`config.mk`:
```
export PLATFORM = sky130hd
export DESIGN_NAME = dmem_arbiter
export DESIGN_NICKNAME = d
export VERILOG_FILES = /design/src/rtl/dmem_arb_pkg.sv /design/src/rtl/dmem_arb_fsm.sv /design/src/rtl/dmem_arbiter.sv
export SDC_FILE = /design/constraint.sdc
export NUM_CORES = 1
export LEC_CHECK = 0
export CAP_MARGIN = 25
export CORE_AREA = 4 4 122 124
export CTS_CLUSTER_SIZE = 12
export DETAILED_ROUTE_END_ITERATION = 10
export DIE_AREA = 0 0 126 128
export GPL_ROUTABILITY_DRIVEN = 0
export PLACE_DENSITY = 0.58
export SLEW_MARGIN = 20
export SYNTH_ARGS = -nofsm -noshare
export SYNTH_HDL_FRONTEND = slang
export SYNTH_SLANG_ARGS = --single-unit
```
`constraint.sdc`:
```
create_clock -name clk -period 2.5 [get_ports clk]
set_clock_uncertainty 0.15 [all_clocks]
set_input_delay 0.5 -clock clk [delete_from_list [all_inputs] [get_ports clk]]
set_output_delay 0.5 -clock clk [all_outputs]
set_load 0.005 [all_outputs]
```
`src/rtl/dmem_arb_pkg.sv`:
```
// Shared types for the data-memory arbiter: FSM state encoding and requester IDs.
package dmem_arb_pkg;

  typedef enum logic [1:0] {
    ST_RR    = 2'd0,
    ST_LOCK  = 2'd1,
    ST_FORCE = 2'd2
  } arb_state_t;

  localparam logic REQ_CPU = 1'b0;
  localparam logic REQ_LDR = 1'b1;

endpackage

```
`src/rtl/dmem_arb_fsm.sv`:
```
// Grant decode for the CPU/loader data-memory arbiter: round-robin, loader lock
// with a bounded burst length, and a one-cycle forced CPU slot.
module dmem_arb_fsm
  import dmem_arb_pkg::*;
#(
  parameter int LOCK_MAX = 8
) (
  input  logic clk,
  input  logic rst,
  input  logic cpu_req,
  input  logic ldr_req,
  input  logic ldr_lock,
  output logic cpu_gnt,
  output logic ldr_gnt
);

  localparam logic [7:0] LOCK_MAX_C = 8'(LOCK_MAX);

  arb_state_t state_reg, state_next;
  logic       last_gnt_reg, last_gnt_next;
  logic [7:0] lock_cnt_reg, lock_cnt_next;
  logic [7:0] cnt_inc;

  always_ff @(posedge clk) begin
    if (!rst) begin
      state_reg    <= ST_RR;
      last_gnt_reg <= REQ_LDR;
      lock_cnt_reg <= 8'd0;
    end else begin
      state_reg    <= state_next;
      last_gnt_reg <= last_gnt_next;
      lock_cnt_reg <= lock_cnt_next;
    end
  end

  always_comb begin
    cpu_gnt       = 1'b0;
    ldr_gnt       = 1'b0;
    state_next    = state_reg;
    last_gnt_next = last_gnt_reg;
    lock_cnt_next = lock_cnt_reg;
    cnt_inc       = lock_cnt_reg + 8'd1;

    case (state_reg)
      ST_RR: begin
        if (cpu_req && ldr_req) begin
          cpu_gnt = (last_gnt_reg == REQ_LDR);
          ldr_gnt = (last_gnt_reg == REQ_CPU);
        end else begin
          cpu_gnt = cpu_req;
          ldr_gnt = ldr_req;
        end
        lock_cnt_next = 8'd0;
        // The grant that opens a lock already counts toward the burst.
        if (ldr_gnt && ldr_lock) begin
          lock_cnt_next = cpu_req ? cnt_inc : 8'd0;
          state_next    = (cpu_req && cnt_inc == LOCK_MAX_C) ? ST_FORCE : ST_LOCK;
        end
      end
      ST_LOCK: begin
        ldr_gnt = ldr_req;
        cpu_gnt = cpu_req & ~ldr_req;
        // Releasing the lock wins over hitting the burst limit.
        if (!ldr_req || !ldr_lock) begin
          state_next    = ST_RR;
          lock_cnt_next = 8'd0;
        end else if (cpu_req) begin
          lock_cnt_next = cnt_inc;
          if (cnt_inc == LOCK_MAX_C) state_next = ST_FORCE;
        end
      end
      ST_FORCE: begin
        cpu_gnt       = cpu_req;
        ldr_gnt       = ~cpu_req & ldr_req;
        lock_cnt_next = 8'd0;
        state_next    = ldr_lock ? ST_LOCK : ST_RR;
      end
      default: begin
        state_next    = ST_RR;
        lock_cnt_next = 8'd0;
      end
    endcase

    if (cpu_gnt)      last_gnt_next = REQ_CPU;
    else if (ldr_gnt) last_gnt_next = REQ_LDR;
  end

endmodule

```
`src/rtl/dmem_arbiter.sv`:
```
// Shares the single-port data memory between the CPU datapath and the loader/debug
// port; grants are same-cycle, and a stalled CPU is counted in cpu_wait_cnt.
module dmem_arbiter
  import dmem_arb_pkg::*;
#(
  parameter int AW       = 32,
  parameter int DW       = 32,
  parameter int LOCK_MAX = 8,
  parameter int WAIT_W   = 16
) (
  input  logic              clk,
  input  logic              rst,
  input  logic              cpu_req,
  input  logic              cpu_we,
  input  logic [AW-1:0]     cpu_addr,
  input  logic [DW-1:0]     cpu_wdata,
  output logic [DW-1:0]     cpu_rdata,
  output logic              cpu_stall,
  input  logic              ldr_req,
  input  logic              ldr_we,
  input  logic              ldr_lock,
  input  logic [AW-1:0]     ldr_addr,
  input  logic [DW-1:0]     ldr_wdata,
  output logic [DW-1:0]     ldr_rdata,
  output logic              ldr_gnt,
  output logic              mem_we,
  output logic              mem_re,
  output logic [AW-1:0]     mem_addr,
  output logic [DW-1:0]     mem_wdata,
  input  logic [DW-1:0]     mem_rdata,
  output logic [WAIT_W-1:0] cpu_wait_cnt
);

  logic              cpu_gnt;
  logic [WAIT_W-1:0] wait_cnt_reg;

  dmem_arb_fsm #(
    .LOCK_MAX(LOCK_MAX)
  ) u_fsm (
    .clk     (clk),
    .rst     (rst),
    .cpu_req (cpu_req),
    .ldr_req (ldr_req),
    .ldr_lock(ldr_lock),
    .cpu_gnt (cpu_gnt),
    .ldr_gnt (ldr_gnt)
  );

  always_comb begin
    mem_we    = 1'b0;
    mem_re    = 1'b0;
    mem_addr  = '0;
    mem_wdata = '0;
    if (cpu_gnt) begin
      mem_we    = cpu_we;
      mem_re    = ~cpu_we;
      mem_addr  = cpu_addr;
      mem_wdata = cpu_wdata;
    end else if (ldr_gnt) begin
      mem_we    = ldr_we;
      mem_re    = ~ldr_we;
      mem_addr  = ldr_addr;
      mem_wdata = ldr_wdata;
    end
  end

  assign cpu_rdata = cpu_gnt ? mem_rdata : '0;
  assign ldr_rdata = ldr_gnt ? mem_rdata : '0;
  assign cpu_stall = cpu_req & ~cpu_gnt;

  always_ff @(posedge clk) begin
    if (!rst) begin
      wait_cnt_reg <= '0;
    end else if (cpu_stall && !(&wait_cnt_reg)) begin
      wait_cnt_reg <= wait_cnt_reg + 1'b1;
    end
  end

  assign cpu_wait_cnt = wait_cnt_reg;

endmodule

```
After elaboration in Yosys (flattened, before gate mapping). Cells that the tools add are included.

Bits of input ports: 167. Word-level logic and storage cells: 62. Register bits after elaboration: 27. Output and inout port bits: 148.

Add/sub/neg operators: 2. Bitwise gates (word level): 9. Multiplexer cells: 29. Reduce and logical (&&, ||, !) cells: 12. Equality and inequality tests: 6.

Operator list (count): 32-bit two-way mux (6); 8-bit two-way mux (4); 16-bit by 1-bit adder with 16-bit output, second input constant (1); 8-bit case mux with 2 select lines (1); 16-bit AND reduction (1); 1-bit two-way mux (10); 2-bit two-way mux (5); 8-bit by 1-bit adder with 8-bit output, second input constant (1); 8-bit by 4-bit == test with 1-bit output, second input constant (1); 1-bit NOT (6); 1-bit case mux with 3 select lines (2); 2-bit case mux with 3 select lines (1); 1-bit logical AND (4); 1-bit AND (3); 1-bit logical NOT (3); 3-bit by 1-bit != test with 1-bit output, second input constant (1); 3-bit by 2-bit != test with 1-bit output, second input constant (1); 3-bit AND reduction (1); 2-bit by 1-bit == test with 1-bit output, second input constant (1); 2-bit == test, second input constant (1); 2-bit logical NOT (1); 2-bit by 1-bit != test with 1-bit output, second input constant (1); 2-bit nonzero test (1); 1-bit logical OR (1).

Depth between registers and ports, before layout. Gate-level depths: netlist of the first run.

Depth after elaboration: 6. Mapped depth: 7. Gate-level depth less buffers: 5.

Modules after synthesis. From an unflattened synthesis of the first run, not the netlist that was laid out.

Cell total of the unflattened synthesis: 327. Area, all modules: 2578.7 µm².

Modules (own cells, without submodules): dmem_arbiter (cells each 249, area an instance 1915.6 µm², instances 1, seq. area each 320.3 µm²); dmem_arb_fsm (cells each 78, area an instance 663.1 µm², instances 1, seq. area each 220.2 µm²).

Least setup slack after synthesis of the first run. OpenSTA, ideal clock, no wires.

Kind: input to output. Start: input port ldr_req. End: output port mem_addr[0]. Slack: 0.131 ns. Cell stages on the path: 6. Data required time: 1.850 ns. Data arrival time: 1.719 ns. Buffers on the path: 3. Path through: buf_2 o21ai_0 and2_1 buf_2 buf_2 a22o_1.

Cells in the longest elaborated chain, start to end: 6. Elaborated cells on any way between the ends: 11. Classes of those cells: mux: 7; bitwise: 3; reduce/logical: 1.

RTL lines: start: declaration (line dmem_arbiter.sv:19) `input logic ldr_req,`; 1-bit logical AND (line dmem_arb_fsm.sv:46) `if (cpu_req && ldr_req) begin`; 1-bit two-way mux (line dmem_arb_fsm.sv:46); 1-bit two-way mux (line dmem_arb_fsm.sv:44) `case (state_reg)`; 1-bit case mux with 3 select lines (line dmem_arb_fsm.sv:44); 32-bit two-way mux (line dmem_arbiter.sv:59) `end else if (ldr_gnt) begin`; 32-bit two-way mux (*) (line dmem_arbiter.sv:54) `if (cpu_gnt) begin`; end: declaration (line dmem_arbiter.sv:28) `output logic [AW-1:0] mem_addr,`.

Every way passes the cells marked *; elsewhere a longest branch is shown, timed or not. The select of a mux whose other input is x is not followed.

Worst setup path after layout of the first run.
Start: register u_fsm.state_reg[1]. End: output port ldr_rdata[17].

Cells in the longest elaborated chain, start to end: 3. Elaborated cells on any way between the ends: 5. Classes of those cells: eq/ne: 2; mux: 2; reduce/logical: 1.

RTL lines: start: declaration (line dmem_arb_fsm.sv:19) `arb_state_t state_reg, state_next;`; start signal: assignment (line dmem_arb_fsm.sv:30) `state_reg <= state_next;`; 2-bit == test (tied with other cells) (line dmem_arb_fsm.sv:44); 1-bit case mux with 3 select lines (*) (line dmem_arb_fsm.sv:44); 32-bit two-way mux (*) (line dmem_arbiter.sv:68) `assign ldr_rdata = ldr_gnt ? mem_rdata : '0;`; end: declaration (line dmem_arbiter.sv:24) `output logic [DW-1:0] ldr_rdata,`.

Every way passes the cells marked *; elsewhere a longest branch is shown, timed or not.

==> flow_summary.toml, run 1 <==
[hold_path]
hold_start = "cpu_wait_cnt[15]"
hold_depth = 2
hp-class = "flip-flop to flip-flop"
holdPathEnd = "cpu_wait_cnt[15]"

[flow_run]
cap_violations = 0

[detailed_routing]
vias_per_cell = 4.85
first_iter_violations = 286
vias = 4201
ant_nets = 0
drt_pass1_iterations = 4
drt_wl_total_microns = 18100
wire_per_inst_microns = 20.9
drc = 0

[synth]
synth-edff-count = 0
ys_types = 51
synthFlopType = "dfxtp_1"
synth_area_sq_um = 2560
synth_area_per_cell_sq_um = 7.65
yosysWarnings = 0
postSynthCellCount = 335
ys_seq_area_share_pct = 21.1
ys_async_sr_fraction_pct = 0
synthesis.nets = 504
ys_ff_latch = 27

[critical_path]
cp-end-kind = "primary output"
critical-path-slowest-cell = "clkdlybuf4s50_1"
worstPathBufferInverterCount = 3
reg2reg_to = "cpu_wait_cnt[4]"
crit_start = "u_fsm.state_reg[1]"
start_kind = "flip-flop"
r2r_cells = 5
path_cells = "buf_4 > o22ai_4 > buf_12 > and3_1 > clkdlybuf4s50_1"
r2r_start = "u_fsm.last_gnt_reg"
cp.arrival_ns = 1.90
crit_type = "flip-flop to primary output"
worstPathRequired_ns = 1.85
cp.depth = 5
critPathTopFamily = "buffers and inverters"
slowest_delay_ns = 0.51
path_max_fanout = 33
worst-r2r-setup-slack_ns = 0.53

[floorplan]
die_x_microns = 126
rows = 43
core_sq_um = 13800
fp.dieH_microns = 128
io_pins = 315
dieArea_sq_um = 16100
floorplan.initialDensity_pct = 18.6

[clock_tree]
cts-root-buf = "clkbuf_16"
cts_tree = "built"
numCtsBuffers = 3
worstSkewPairLatency_ns = 0.26
cts_hold_buf = 0
clkSinkCount = 27
clock_path_buffers = 2
htreeDepth = 1
path_clk_slew_ns = 0.07

[timing]
maxSlewViolCount = 0
finalHoldViolations = 0
slew_headroom_pct = 74.1
finalCriticalPeriod_ns = 2.55
max_freq_mhz = 393
fin_setup_tns_ns = -0.0577
worstMarginPinSlew_ns = 0.379
fin_hold_ws_ns = 0.358
min_period_over_period_pct = 102
setup_violations = 2
grt_setup_unrepaired = "true"
setup_ws_ns = -0.0465

[layout]
multi_input_area_sq_um = 1920
largest_reg_flops = 16
fillers = 1368
fin_area_sq_um = 6640
area_delta_synth_final_pct = 159
fin_util_pct = 48.2
stdcell_count = 867
fin_nets = 856
drive_above_1_share_pct = 19.8
layout.area.seq_sq_um = 549

[grt]
grt_usage_pct = 19.6
grt_pass1_vias = 4038
grt_pass1_wl_microns = 24900
grt_max_degree = 35
overflow = 0
antenna_found_initial = 0

[placed_design]
place_ws_ns = -0.673
hpwl_microns = 14300
port-buffer-count = 314
placed_area_sq_um = 6120
numPlacedInstances = 833

[power_and_ir_drop]
power_mw = 1.86
leakage_nw = 3.64
ir_drop_mv = 0.323
power_density_nw_per_um2 = 281

[outcome]
status = "finished, violations left"
failed_checks = "setup timing"
-- cell type report --
cell class                      instances  share of cell area, %
Timing Repair Buffer                  381                   57.6
Multi-Input combinational cell        265                   28.9
Sequential cell                        27                   8.28
Tap cell                              180                   3.39
Clock buffer                            3                   1.13
Inverter                                9                  0.584
Clock inverter                          1                  0.113
Antenna cell                            1                 0.0377
-- power breakdown --
part / switching, mW / leakage [nW] / total, mW / internal (mW)
Sequential: 0.00458 / 0.219 / 0.437 / 0.432
Combinational: 0.382 / 3.38 / 1.06 / 0.673
Clock: 0.156 / 0.0371 / 0.373 / 0.217
Total: 0.542 / 3.64 / 1.86 / 1.32
-- layer usage --
| metal | track usage, % | wire length (microns) | vias to the layer above |
|---|---|---|---|
| li1 | - | - | 2020 |
| met1 | 25.4 | 7480 | 1958 |
| met2 | 34.4 | 9240 | 200 |
| met3 | 3.21 | 1070 | 23 |
| met4 | 3.91 | 342 | 0 |
| met5 | 0 | 0 | - |
-- worst reg2reg max path: cells and delay by family (launching register included) --
kind / cells / cell delay, ns
AND/OR/NAND/NOR: 2 / 0.90
buffers and inverters: 1 / 0.14
flip-flops: 1 / 0.36
AO/OA/AOI/OAI: 2 / 0.35
-- cell usage after synthesis, drive strengths merged (3+ instances only) --
cell type / n / area [sq um]
a21oi: 6 / 30.0
a22o: 65 / 569
and3: 66 / 413
buf: 11 / 55.1
clkbuf: 23 / 87.6
dfxtp: 27 / 541
inv: 8 / 30.0
mux2i: 8 / 80.1
nand2: 20 / 75.1
nand2b: 8 / 50.1
nand3: 10 / 50.1
nand4: 4 / 25.0
nor2: 12 / 45.0
nor3: 8 / 40.0
nor4: 5 / 31.3
nor4b: 3 / 26.3
o211a: 3 / 30.0
o21ai: 5 / 25.0
-- cell usage in the layout (no fill, tap or decap), types with 4 or more instances in the layout --
cell / n
nor2_1: 12
nor4_1: 5
buf_12: 12
buf_4: 42
clkbuf_2: 5
dlymetal6s2s_1: 51
inv_1: 7
a22o_1: 63
nand4_1: 4
nand3_1: 10
dfxtp_1: 24
buf_2: 42
clkdlybuf4s15_1: 19
nand2_1: 19
clkbuf_16: 6
clkdlybuf4s50_1: 194
mux2i_1: 8
nand2b_1: 8
nor3_1: 8
buf_6: 7
a21oi_1: 6
and3_1: 66
-- worst max-delay path by stage --
stage	endpoint	slack (ns)
finish	ldr_rdata[17]	-0.05
global route	ldr_rdata[17]	-0.09
CTS	mem_wdata[12]	-0.11
detailed placement	mem_addr[14]	-0.67
global placement	mem_wdata[12]	-0.62
floorplan	mem_addr[0]	0.13
-- cell families (layout without fill, tap and decap cells) --
logic type,count (synthesis),after routing,share of synthesized area (%)
multiplexers,9,9,3.56
flip-flops,27,27,21.1
AND/OR/NAND/NOR,150,150,33.6
buffers and inverters,43,394,6.88
AO/OA/AOI/OAI,104,104,33.8
adder cells (fa/ha/maj),2,2,0.976
other,0,1,0
-- timing repair --
item	CTS	global route
pin swaps	4	30
cloned	3	3
resized for setup	223	97
setup endpoints to repair	139	115
buffers inserted	15	11
Power figures use the tool's default switching activity.
==> run 2: changes to the inputs <==
clock period = 2.7 ns   (was 2.5 ns; I/O delays follow)
==> run 2 against run 1 <==
Against the previous run: the flow now finishes without violations; first-iteration DRC count decreased by 28%; global-route usage decreased by 0.19 points; largest cell class unchanged; critical endpoint is now mem_re; via count decreased by 2.5%; power decreased by 11%.
==> flow_summary.toml, run 2 (synthesis gave the netlist of run 1 again) <==
[grt]
grt_usage_pct = 19.4
grt_pass1_wl_microns = 24900
antenna_found_initial = 3
grt_max_degree = 35
grt_pass1_vias = 4035
overflow = 0

[timing]
setup_violations = 0
finalCriticalPeriod_ns = 2.68
slew_headroom_pct = 68.9
grt_setup_unrepaired = "true"
fin_hold_ws_ns = 0.358
max_freq_mhz = 373
min_period_over_period_pct = 99.2
maxSlewViolCount = 0
worstMarginPinSlew_ns = 0.455
finalHoldViolations = 0
fin_setup_tns_ns = 0
setup_ws_ns = 0.0222

[critical_path]
r2r_start = "cpu_wait_cnt[4]"
path_max_fanout = 33
cp.arrival_ns = 1.99
reg2reg_to = "cpu_wait_cnt[13]"
cp-end-kind = "primary output"
r2r_cells = 5
crit_type = "input port to primary output"
start_kind = "input port"
worstPathRequired_ns = 2.01
worst-r2r-setup-slack_ns = 0.71

[floorplan]
die_x_microns = 126
rows = 43
floorplan.initialDensity_pct = 18.6
fp.dieH_microns = 128
core_sq_um = 13800
dieArea_sq_um = 16100
io_pins = 315

[layout]
final_common_cell = "clkdlybuf4s50_1"
fin_nets = 829
final_cell_mix = "246 x clkdlybuf4s50_1, 66 x and3_1, 65 x a22o_1"
antenna_cells = 0
area_delta_synth_final_pct = 147
drive_above_1_share_pct = 9.71
fin_area_sq_um = 6320
largest_reg_flops = 16
fillers = 1370

[clock_tree]
htreeDepth = 1
clock_path_buffers = 2
numCtsBuffers = 3
cts_tree = "built"
path_clk_slew_ns = 0.06
clkSinkCount = 27
cts-root-buf = "clkbuf_16"
worstSkewPairLatency_ns = 0.26

[power_and_ir_drop]
leakage_nw = 2.80
power_density_nw_per_um2 = 263
ir_drop_mv = 0.292

[detailed_routing]
vias_per_cell = 4.88
wire_per_inst_microns = 20.6
drt_pass1_iterations = 5
first_iter_violations = 207
ant_nets = 0
drt_wl_total_microns = 17300
vias = 4094
drc = 0

[placed_design]
port-buffer-count = 314
placed_area_sq_um = 6080
place_ws_ns = -0.515
hpwl_microns = 14100

[hold_path]
hold_start = "cpu_wait_cnt[15]"
hp-class = "flip-flop to flip-flop"
holdPathEnd = "cpu_wait_cnt[15]"
hold_depth = 2

[flow_run]
cap_violations = 0

[outcome]
status = "completed"
## run 2: cell count changes in the layout (fill, tap and decap cells not counted), moves of 5 or more
| cell | before | now |
|---|---|---|
| buf_12 | 12 | 5 |
| buf_2 | 42 | 3 |
| buf_4 | 42 | 28 |
| buf_6 | 7 | 2 |
| clkdlybuf4s15_1 | 19 | 11 |
| clkdlybuf4s50_1 | 194 | 246 |
| dlygate4sd2_1 | 2 | 48 |
| dlymetal6s2s_1 | 51 | 4 |
## run 2: worst max-delay path by stage
stage | from | end | slack [ns]
floorplan | ldr_req | mem_addr[0] | 0.25
CTS | ldr_req | mem_wdata[17] | -0.02
global route | ldr_req | cpu_stall | -0.05
detailed placement | cpu_req | mem_wdata[12] | -0.51
global placement | cpu_req | mem_wdata[12] | -0.49
finish | ldr_req | mem_re | 0.02
## run 2: layout make-up
type | instances | area (sq um) | area share [%]
multi-input combinational | 265 | 1890 | 30.0
tap | 180 | 225 | 3.56
clock inverter | 1 | 5.00 | 0.0792
sequential | 27 | 547 | 8.65
clock buffer | 3 | 75.1 | 1.19
timing repair buffer | 354 | 3530 | 55.9
inverter | 9 | 38.8 | 0.614
## run 2: worst max-delay path, cell delays in order
cell,delay (ns)
clkdlybuf4s15_1,0.23
o21ai_2,0.20
buf_8,0.22
nand2_1,0.10
o22ai_1,0.14
clkdlybuf4s50_1,0.55
## run 2: stage by stage
| stage | total power [mW] | instances | utilization (%) |
|---|---|---|---|
| after floorplan | 0.668 | 335 | - |
| after CTS | 1.67 | 836 | 45.4 |
| final | 1.66 | 839 | 45.9 |
| after detailed placement | 1.34 | 827 | 44.1 |
| after global routing | 1.74 | 839 | 45.9 |
| after global placement | 1.34 | 827 | 44.1 |
## run 2: per-layer routing
metal,up-vias,share of wire [%],track usage [%]
met2,189,52,35.0
met1,1919,39,23.7
met4,6,1.4,3.47
met5,-,0.27,0
li1,1962,-,-
met3,18,7.9,4.67
## run 2: power by group
group          leakage (nW)  total [mW]  internal [mW]  switching [mW]
registers             0.219       0.405          0.401         0.00410
logic                  2.55       0.921          0.592           0.329
clock network        0.0409       0.338          0.200           0.138
total                  2.80        1.66           1.19           0.471
## run 2: timing repair
action / 4_1_cts / 5_1_grt
resized for setup: 100 / 16
setup buffers: 2 / 4
hold buffers: 0 / 0
gates cloned: 3 / 0
pin swaps: 3 / 3
setup endpoints to repair: 132 / 59
==> run 3: changes to the inputs <==
CELL_PAD_IN_SITES_DETAIL_PLACEMENT = 0   (was unset)
CELL_PAD_IN_SITES_GLOBAL_PLACEMENT = 1   (was unset)
CORE_AREA = 4 4 147 114   (was 4 4 122 124)
DIE_AREA = 0 0 151 118   (was 0 0 126 128)
PLACE_DENSITY = 0.81   (was 0.58)
clock period = 3.15 ns   (was 2.7 ns; I/O delays follow)
==> run 3 against run 2 <==
Against the previous run: register-to-register slack better by 0.31 ns; combinational power down 11%; sequential power down 14%; critical path type unchanged; largest power group unchanged.
==> flow_summary.toml, run 3 (synthesis gave the netlist of run 1 again) <==
[layout]
fin_nets = 819
final_cell_mix = "308 x clkdlybuf4s50_1, 66 x and3_1, 65 x a22o_1"
drive_above_1_share_pct = 6.63
area_delta_synth_final_pct = 143
fillers = 1512
final_common_cell = "clkdlybuf4s50_1"
stdcell_count = 856
largest_reg_flops = 16

[clock_tree]
worstSkewPairLatency_ns = 0.26
path_clk_slew_ns = 0.06
cts_hold_buf = 0
clock_path_buffers = 2
numCtsBuffers = 3
cts_setup_buffers = 0
cts_tree = "built"
clkSinkCount = 27
cts-root-buf = "clkbuf_16"
htreeDepth = 1

[detailed_routing]
first_iter_violations = 236
vias = 4093
drt_wl_total_microns = 19100
ant_nets = 0
wire_per_inst_microns = 22.3
drc = 0
drt_pass1_iterations = 4
vias_per_cell = 4.78

[power_and_ir_drop]
power_density_nw_per_um2 = 234
p_seq_share_pct = 23.8
power_frac_clock_pct = 20.0
ir_drop_mv = 0.215
intPower_mw = 1.05
power_mw = 1.46
leakage_nw = 2.55
switching_share_pct = 28.0
p_switching_uw = 409
p_comb_share_pct = 56.2

[critical_path]
crit_type = "input port to primary output"
worstPathRequired_ns = 2.37
path_max_fanout = 24
r2r_cells = 4
cp-end-kind = "primary output"
cp.arrival_ns = 2.31
reg2reg_to = "cpu_wait_cnt[8]"
r2r_start = "cpu_wait_cnt[5]"
worst-r2r-setup-slack_ns = 1.02
start_kind = "input port"

[timing]
setup_violations = 0
finalCriticalPeriod_ns = 3.09
max_freq_mhz = 324
slew_headroom_pct = 38.2
worstMarginPinSlew_ns = 0.918
min_period_over_period_pct = 98.0
fin_setup_tns_ns = 0
finalHoldViolations = 0
grt_setup_unrepaired = "true"
maxSlewViolCount = 0

[grt]
grt_pass1_wl_microns = 26600
grt_max_degree = 34
antenna_found_initial = 4
grt_usage_pct = 19.5
gr-usage-met1_pct = 20.3
overflow = 0
grt_util_met2_pct = 37.5
grt_pass1_vias = 4164
busiest_layer = "met2"
gr-usage-met3_pct = 6.16

[floorplan]
floorplan.initialDensity_pct = 16.9
core_sq_um = 15100
dieArea_sq_um = 17800
io_pins = 315
fp.dieH_microns = 118
rows = 39
die_x_microns = 151

[placed_design]
hpwl_microns = 15700
port-buffer-count = 314
numPlacedInstances = 848

[outcome]
status = "completed"

[hold_path]
hold_start = "cpu_wait_cnt[15]"
holdPathEnd = "cpu_wait_cnt[15]"
hp-class = "flip-flop to flip-flop"
hold_depth = 2

[flow_run]
cap_violations = 0
## run 3: metal layers
| metal | vias up | wire, microns |
|---|---|---|
| met5 | - | 27 |
| li1 | 1942 | - |
| met4 | 4 | 296 |
| met2 | 181 | 10200 |
| met1 | 1948 | 6870 |
| met3 | 18 | 1760 |
## run 3: power by group through the flow
stage / clock network, mW / registers, mW / logic [mW]
6_report: 0.292 / 0.347 / 0.820
3_3_place_gp: 0 / 0.355 / 0.800
5_1_grt: 0.309 / 0.348 / 0.863
4_1_cts: 0.300 / 0.347 / 0.827
2_1_floorplan: 0 / 0.354 / 0.218
3_5_place_dp: 0 / 0.355 / 0.804
## run 3: critical path, stage by stage
cell and delay [ns]:
dlygate4sd2_1 0.31, o21ai_2 0.15, and2_4 0.19, bufbuf_16 0.32
a22o_1 0.17, clkdlybuf4s50_1 0.51
## run 3: per-stage QoR
stage / cell area, sq um / worst slack, ns / util, % / hold slack [ns]
after global routing: 6230 / -0.00280 / 41.2 / 0.385
after detailed placement: 6080 / -0.281 / 40.2 / 0.352
after floorplan: 2560 / 0.521 / - / 0.329
final: 6230 / 0.0634 / 41.2 / 0.364
after CTS: 6220 / -0.00572 / 41.1 / 0.362
after global placement: 6080 / -0.289 / 40.2 / 0.332
## run 3: cell type report
type / instances / area, sq um / area share [%]
repair buffers: 344 / 3450 / 55.4
multi-input cells: 265 / 1860 / 29.8
flip-flops and latches: 27 / 541 / 8.67
well taps: 205 / 256 / 4.11
clock buffers: 4 / 78.8 / 1.26
inverters: 9 / 38.8 / 0.622
diodes: 2 / 5.00 / 0.0803
## run 3: repair_timing
item / 4_1_cts / 5_1_grt
endpoints found under the setup margin: 68 / 41
resized for setup: 6 / 5
cloned: 2 / 0
## run 3: how the worst max path moves through the flow
stage                 start             to  slack, ns  depth (start not counted)
detailed placement  cpu_req   mem_addr[29]      -0.28                          7
global placement    cpu_req   mem_addr[29]      -0.29                          7
global route        ldr_req  mem_wdata[15]     -0.003                          6
CTS                 cpu_req  mem_wdata[17]     -0.006                          7
floorplan           ldr_req    mem_addr[0]       0.52                          6
finish              ldr_req  mem_wdata[15]       0.06                          6
